## config.mk

```make
export PLATFORM = sky130hd
export DESIGN_NAME = alu_regfile_pipe_stim
export DESIGN_NICKNAME = d
export VERILOG_FILES = /design/src/rtl/alu_regfile_pipe_stim.sv
export SDC_FILE = /design/constraint.sdc
export NUM_CORES = 2
export LEC_CHECK = 0
export BUFFER_PORTS_ARGS = -buffer_cell sky130_fd_sc_hd__buf_2
export CORE_ASPECT_RATIO = 1.5
export CORE_MARGIN = 5
export CORE_UTILIZATION = 35
export CTS_BUF_LIST = sky130_fd_sc_hd__clkbuf_8
export DETAILED_ROUTE_END_ITERATION = 8
export PLACE_DENSITY = 0.48
export SYNTH_ARGS = -nofsm -noshare
export SYNTH_HDL_FRONTEND = slang
export SYNTH_SLANG_ARGS = --single-unit
```

## constraint.sdc

```tcl
create_clock -name clk -period 5.47 [get_ports clk]
set_input_delay 0.547 -clock clk [delete_from_list [all_inputs] [get_ports clk]]
set_output_delay 0.547 -clock clk [all_outputs]
set_load 0.03 [all_outputs]
```

## src/rtl/alu_regfile_pipe_stim.sv

```systemverilog
// rtl/alu_regfile_pipe_stim.sv - LFSR-driven pipelined ALU/register-file run engine with XOR signature
//
// An internal LFSR produces one pseudo-random ALU op per issue slot. Each op flows through
// decode (D), execute and writeback (W) stages against an NREG x XLEN register file.
// One start request runs exactly num_ops ops. Every committed result is folded into a
// rotating XOR signature.
//
// Ports:
//   clk        clock; all state updates on the rising edge
//   rst_n      asynchronous active-low reset
//   start      one-cycle run request; only honoured in IDLE or DONE
//   num_ops    op count, captured on an accepted start
//   busy       high while running or draining
//   done       high once a run has completed, until the next start
//   result     last committed ALU result
//   signature  rotating XOR of all results committed in this run
//   retired    ops committed in this run (saturating)
//   cycles     cycles spent running or draining in this run (saturating)
//
// Build option ALU_STIM_BYPASS_EN: when defined, execute forwards the W result to D sources
// and never stalls. When undefined, a hazard holds D for one cycle and writes a bubble into W.
module alu_regfile_pipe_stim #(
    parameter int          XLEN = 32,
    parameter int          NREG = 8,
    parameter logic [31:0] SEED = 32'hDEADBEEF
) (
    input  logic            clk,
    input  logic            rst_n,
    input  logic            start,
    input  logic [15:0]     num_ops,
    output logic            busy,
    output logic            done,
    output logic [XLEN-1:0] result,
    output logic [XLEN-1:0] signature,
    output logic [15:0]     retired,
    output logic [31:0]     cycles
);
    localparam int AW = $clog2(NREG);
    localparam int SW = $clog2(XLEN);

    typedef enum logic [1:0] {S_IDLE, S_RUN, S_DRAIN, S_DONE} state_t;

    state_t            state_q,     state_d;
    logic [31:0]       lfsr_q,      lfsr_d;
    logic [15:0]       num_q,       num_d;
    logic [15:0]       issued_q,    issued_d;
    logic [15:0]       retired_q,   retired_d;
    logic [31:0]       cycles_q,    cycles_d;
    logic              d_valid_q,   d_valid_d;
    logic [2:0]        d_op_q,      d_op_d;
    logic [AW-1:0]     d_rd_q,      d_rd_d;
    logic [AW-1:0]     d_rs1_q,     d_rs1_d;
    logic [AW-1:0]     d_rs2_q,     d_rs2_d;
    logic [XLEN-1:0]   d_imm_q,     d_imm_d;
    logic              w_valid_q,   w_valid_d;
    logic [AW-1:0]     w_rd_q,      w_rd_d;
    logic [XLEN-1:0]   w_res_q,     w_res_d;
    logic [XLEN-1:0]   result_q,    result_d;
    logic [XLEN-1:0]   signature_q, signature_d;
    logic [XLEN-1:0]   regfile_q [NREG];
    logic [XLEN-1:0]   regfile_d [NREG];

    logic [31:0]       lfsr_next;
    logic [XLEN-1:0]   imm;
    logic [XLEN-1:0]   src1, src2, alu_res;
    logic              stall, issue;

    always_comb begin
        lfsr_next = {lfsr_q[30:0], lfsr_q[31] ^ lfsr_q[21] ^ lfsr_q[1] ^ lfsr_q[0]};
        // LFSR word repeated to fill wide datapaths, truncated for narrow ones
        imm = '0;
        for (int i = 0; i < XLEN; i++) begin
            imm[i] = lfsr_q[i % 32];
        end

        src1 = regfile_q[d_rs1_q];
        src2 = regfile_q[d_rs2_q];
`ifdef ALU_STIM_BYPASS_EN
        stall = 1'b0;
        if (w_valid_q && (d_rs1_q == w_rd_q)) src1 = w_res_q;
        if (w_valid_q && (d_rs2_q == w_rd_q)) src2 = w_res_q;
`else
        // W commits into the regfile on the coming edge; D must wait for it
        stall = d_valid_q && w_valid_q && ((d_rs1_q == w_rd_q) || (d_rs2_q == w_rd_q));
`endif

        alu_res = '0;
        case (d_op_q)
            3'd0:    alu_res = src1 + src2;
            3'd1:    alu_res = src1 - src2;
            3'd2:    alu_res = src1 & src2;
            3'd3:    alu_res = src1 | src2;
            3'd4:    alu_res = src1 ^ src2;
            3'd5:    alu_res = src1 << src2[SW-1:0];
            3'd6:    alu_res = src1 >> src2[SW-1:0];
            default: alu_res = d_imm_q;
        endcase

        state_d     = state_q;
        lfsr_d      = lfsr_q;
        num_d       = num_q;
        issued_d    = issued_q;
        retired_d   = retired_q;
        cycles_d    = cycles_q;
        d_valid_d   = d_valid_q;
        d_op_d      = d_op_q;
        d_rd_d      = d_rd_q;
        d_rs1_d     = d_rs1_q;
        d_rs2_d     = d_rs2_q;
        d_imm_d     = d_imm_q;
        result_d    = result_q;
        signature_d = signature_q;
        regfile_d   = regfile_q;

        // Commit
        if (w_valid_q) begin
            regfile_d[w_rd_q] = w_res_q;
            result_d          = w_res_q;
            signature_d       = {signature_q[XLEN-2:0], signature_q[XLEN-1]} ^ w_res_q;
            if (retired_q != 16'hFFFF) retired_d = retired_q + 16'd1;
        end

        // Execute into W; a stall leaves a bubble behind
        w_valid_d = d_valid_q && !stall;
        w_rd_d    = d_rd_q;
        w_res_d   = alu_res;

        // Issue into D
        issue = (state_q == S_RUN) && !stall;
        if (issue) begin
            d_valid_d = 1'b1;
            d_op_d    = lfsr_q[2:0];
            d_rd_d    = lfsr_q[3 +: AW];
            d_rs1_d   = lfsr_q[3 + AW +: AW];
            d_rs2_d   = lfsr_q[3 + 2 * AW +: AW];
            d_imm_d   = imm;
            lfsr_d    = lfsr_next;
            issued_d  = issued_q + 16'd1;
        end else if (!stall) begin
            d_valid_d = 1'b0;
        end

        if (((state_q == S_RUN) || (state_q == S_DRAIN)) && (cycles_q != 32'hFFFF_FFFF)) begin
            cycles_d = cycles_q + 32'd1;
        end

        case (state_q)
            S_RUN: begin
                if (issue && ((issued_q + 16'd1) == num_q)) state_d = S_DRAIN;
            end
            S_DRAIN: begin
                if (retired_q == num_q) state_d = S_DONE;
            end
            default: begin
                if (start) begin
                    state_d     = (num_ops == 16'd0) ? S_DONE : S_RUN;
                    num_d       = num_ops;
                    lfsr_d      = SEED;
                    issued_d    = '0;
                    retired_d   = '0;
                    cycles_d    = '0;
                    signature_d = '0;
                    regfile_d   = '{default: '0};
                end
            end
        endcase
    end

    always_ff @(posedge clk or negedge rst_n) begin
        if (!rst_n) begin
            state_q     <= S_IDLE;
            lfsr_q      <= SEED;
            num_q       <= '0;
            issued_q    <= '0;
            retired_q   <= '0;
            cycles_q    <= '0;
            d_valid_q   <= 1'b0;
            d_op_q      <= '0;
            d_rd_q      <= '0;
            d_rs1_q     <= '0;
            d_rs2_q     <= '0;
            d_imm_q     <= '0;
            w_valid_q   <= 1'b0;
            w_rd_q      <= '0;
            w_res_q     <= '0;
            result_q    <= '0;
            signature_q <= '0;
            regfile_q   <= '{default: '0};
        end else begin
            state_q     <= state_d;
            lfsr_q      <= lfsr_d;
            num_q       <= num_d;
            issued_q    <= issued_d;
            retired_q   <= retired_d;
            cycles_q    <= cycles_d;
            d_valid_q   <= d_valid_d;
            d_op_q      <= d_op_d;
            d_rd_q      <= d_rd_d;
            d_rs1_q     <= d_rs1_d;
            d_rs2_q     <= d_rs2_d;
            d_imm_q     <= d_imm_d;
            w_valid_q   <= w_valid_d;
            w_rd_q      <= w_rd_d;
            w_res_q     <= w_res_d;
            result_q    <= result_d;
            signature_q <= signature_d;
            regfile_q   <= regfile_d;
        end
    end

    assign busy      = (state_q == S_RUN) || (state_q == S_DRAIN);
    assign done      = (state_q == S_DONE);
    assign result    = result_q;
    assign signature = signature_q;
    assign retired   = retired_q;
    assign cycles    = cycles_q;
endmodule

```

==> key figures <==
Routing
  – Final antenna-violating net count: 0
  – # DRC: 0
  – Via count: 27.91k
  – 1st-pass router iterations: 6
  – DRT Wirelength: 127700 microns
  – Drt wl/cell: 25.90 microns
  – Drt initial violations: 2375
  – Vias/cell: 5.661

Worst setup path
  – Setup crit end kind: flop
  – Critical Path RT: 6050 ps
  – Crit Path Max Fanout: 7
  – Setup crit start kind: flop
  – Crit path DAT: 5790 ps
  – WS Path Type: reg2reg

Yosys
  – Cell taking the most area after synthesis: dfrtp_1
  – Cell variety after synth: 74
  – Post-synthesis sequential area ratio: 39.31%
  – Synthesized area: 0.03210 sq mm
  – Yosys top cell area share: 37.35%
  – Most common cell in the netlist: nand2_1
  – Synth top cells by count: nand2_1, dfrtp_1, a21oi_1, nor2_1, clkbuf_1
  – FF+latch count, synth: 503
  – Mean area per synthesized cell: 8.963 sq um
  – Synth Warn #: 0
  – Number of synthesized flops with an enable pin: 0
  – Gate Count Post-Synth: 3581
  – Top area cells in the synthesized netlist: dfrtp_1, nand2_1, mux4_2
  – Top_reg_cell synth: dfrtp_1
  – Syn Nets: 3711
  – Post-synth ARST share: 100.0%

STA
  – Final setup viols: 0
  – Worst Clk Skew: 39.29 ps
  – Min Hold Slack: 92.90 ps
  – Pins Over Slew Limit: 0
  – Max-Slew Margin vs Limit: 36.39%
  – Max Freq: 0.1920 GHz
  – RSZ-0062 raised after global routing: false
  – Final Hold Fails: 0
  – Setup ws final: 262.8 ps
  – Fin crit period: 5207 ps
  – Measured slew at the worst slew-check pin: 927.7 ps
  – Tcrit/Tclk final: 95.20%

Global routing
  – M2 GR Usage: 43.80%
  – Vias in the first global route: 28.10k
  – Grt ovf: 0
  – Largest net degree at the start of global routing: 153
  – All-Layer GR Usage: 25.39%
  – First-pass GRT wire length: 189600 microns
  – Met3 GRT Util: 3.686%
  – Met1 GRT Util: 30.79%
  – Initial antenna violation count: 2
  – Gr busiest metal: met2

Floorplanning
  – Die X: 257.3 microns
  – Die Y: 380.9 microns
  – Starting Density: 35.12%
  – Die area: 0.09798 sq mm
  – Placeable Area: 0.09138 sq mm
  – Ports: 133
  – FP Rows: 136

Pwr
  – Leakage power: 16.18 nW
  – Power Dens Cells: 772.6 mW/mm^2
  – Max rail drop VDD: 0.4063 mV

CTS
  – CTS sink count: 503
  – CTS Buf Count: 79
  – CTS tree: done
  – CTS Buffer Depth: 3
  – Root buffer cell: clkbuf_8
  – H-tree Lvls: 3
  – Clk pin slew, worst setup/hold paths: 60 ps
  – Clock latency on the worst-skew pair: 740 ps

Finish
  – Area Growth Syn to Fin: 13.13%
  – Nets: 3820
  – Share of cells above drive strength 1: 17.68%

Run
  – Number of max-cap violations: 0

Status
  – Outcome: completed

Hold path
  – Worst hold-check path type: in2reg

Place
  – Place WS: -259.5 ps
  – GPL Wtd Cong: 0.9973
  – Post-DP HPWL: 87940 microns
  – Port Buf Inserts: 132
-- area by class of cell --
cell class | count | area, sq um
fill | 9263 | 55070
multi-input combinational | 2727 | 18160
sequential | 503 | 12640
timing repair buffer | 294 | 2072
tap | 1173 | 1468
clock buffer | 100 | 1376
inverter | 85 | 321.6
clock inverter | 46 | 267.8
antenna | 1 | 2.502
-- cells by family after synthesis --
| logic type | share of synthesized area (%) |
|---|---|
| buf+inv | 4.557 |
| flops | 39.31 |
| fa+ha+maj | 4.351 |
| mux | 16.06 |
| simple gates | 17.26 |
| xor+xnor | 4.994 |
| compound gates | 13.47 |
-- registers in the layout, summed over array words and instances, names as in the netlist, 3 cells and up --
register   count
w_res_q       32
num_q         16
regfile_q    256
retired       16
w_rd_q         3
issued_q      16
result        32
imm           32
signature     32
d_imm_q       24
cycles        32
-- where the power goes --
part | switching [W] | leakage [nW] | internal [W]
Sequential | 0.00145 | 6.68 | 0.00492
Combinational | 0.0115 | 8.55 | 0.00682
Clock | 0.00165 | 0.954 | 0.00175
Total | 0.0146 | 16.2 | 0.0135
-- critical path: stages, from the launching register on --
cell	delay [ps]
dfrtp_4	510
buf_12	160
mux4_2	530
mux2i_4	200
ha_1	220
and3_1	370
and3_1	300
nand2_1	190
o41ai_2	320
xnor2_1	140
ha_1	360
a221o_1	340
a21o_1	180
a21oi_1	210
nor3b_1	80
a21oi_1	240
o21ai_0	180
a31oi_1	230
xnor2_1	150
o2111ai_1	150
-- per-stage QoR --
stage | cells | cell area, sq um | TNS [ps] | total power, W | util, %
finish | 4929 | 36310 | 0 | 0.02805 | 39.74
floorplan | 3581 | 32100 | 0 | 0.01781 | -
CTS | 4923 | 36250 | 0 | 0.02795 | 39.67
detailed placement | 4760 | 34420 | -593.9 | 0.02433 | 37.67
global placement | 4760 | 34420 | -573.5 | 0.02441 | 37.67
global route | 4929 | 36310 | 0 | 0.02980 | 39.74
-- timing repair --
| item | CTS | global route |
|---|---|---|
| endpoints found under the hold margin | 54 | 0 |
| buffers inserted | 1 | 5 |
| hold buffers | 16 | 0 |
| gates resized for setup | 1 | 1 |
| endpoints found under the setup margin | 3 | 4 |
| cloned | 0 | 0 |
-- worst paths after layout --
kind | start | endpoint | slack, ps | cells past startpoint
min in group asynchronous | rst_n | d_imm_q[25]$_DFFE_PN0P_ | 300 | 2
max in group asynchronous | rst_n | w_valid_q$_DFF_PN0_ | 3910 | 3
hold reg to reg | imm[28]$_DFF_PN1_ | imm[28]$_DFF_PN1_ | 480 | 2
hold / removal | num_ops[15] | num_q[15]$_DFFE_PN0P_ | 90 | 3
setup reg to reg | d_rs2_q[1]$_DFFE_PN0P_ | w_res_q[31]$_DFF_PN0_ | 260 | 19
setup / recovery | d_rs2_q[1]$_DFFE_PN0P_ | w_res_q[31]$_DFF_PN0_ | 260 | 19
-- layout by cell type, fill, tap and decap left out, drive strengths merged, types with 72 or more instances in the layout --
| cell type | count |
|---|---|
| nand2 | 938 |
| o21ai | 124 |
| mux2 | 72 |
| clkbuf | 100 |
| inv | 114 |
| xnor2 | 112 |
| nor2 | 202 |
| dfrtp | 479 |
| nand3 | 72 |
| mux4 | 123 |
| buf | 278 |
| mux2i | 154 |
| ha | 110 |
| a21oi | 379 |
-- metal layers --
| layer | vias up | wire length (microns) |
|---|---|---|
| met5 | - | 7 |
| met1 | 14040 | 50590 |
| li1 | 12680 | - |
| met2 | 917 | 63650 |
| met3 | 273 | 5956 |
| met4 | 2 | 7444 |
(Power assumes the default switching activity.)
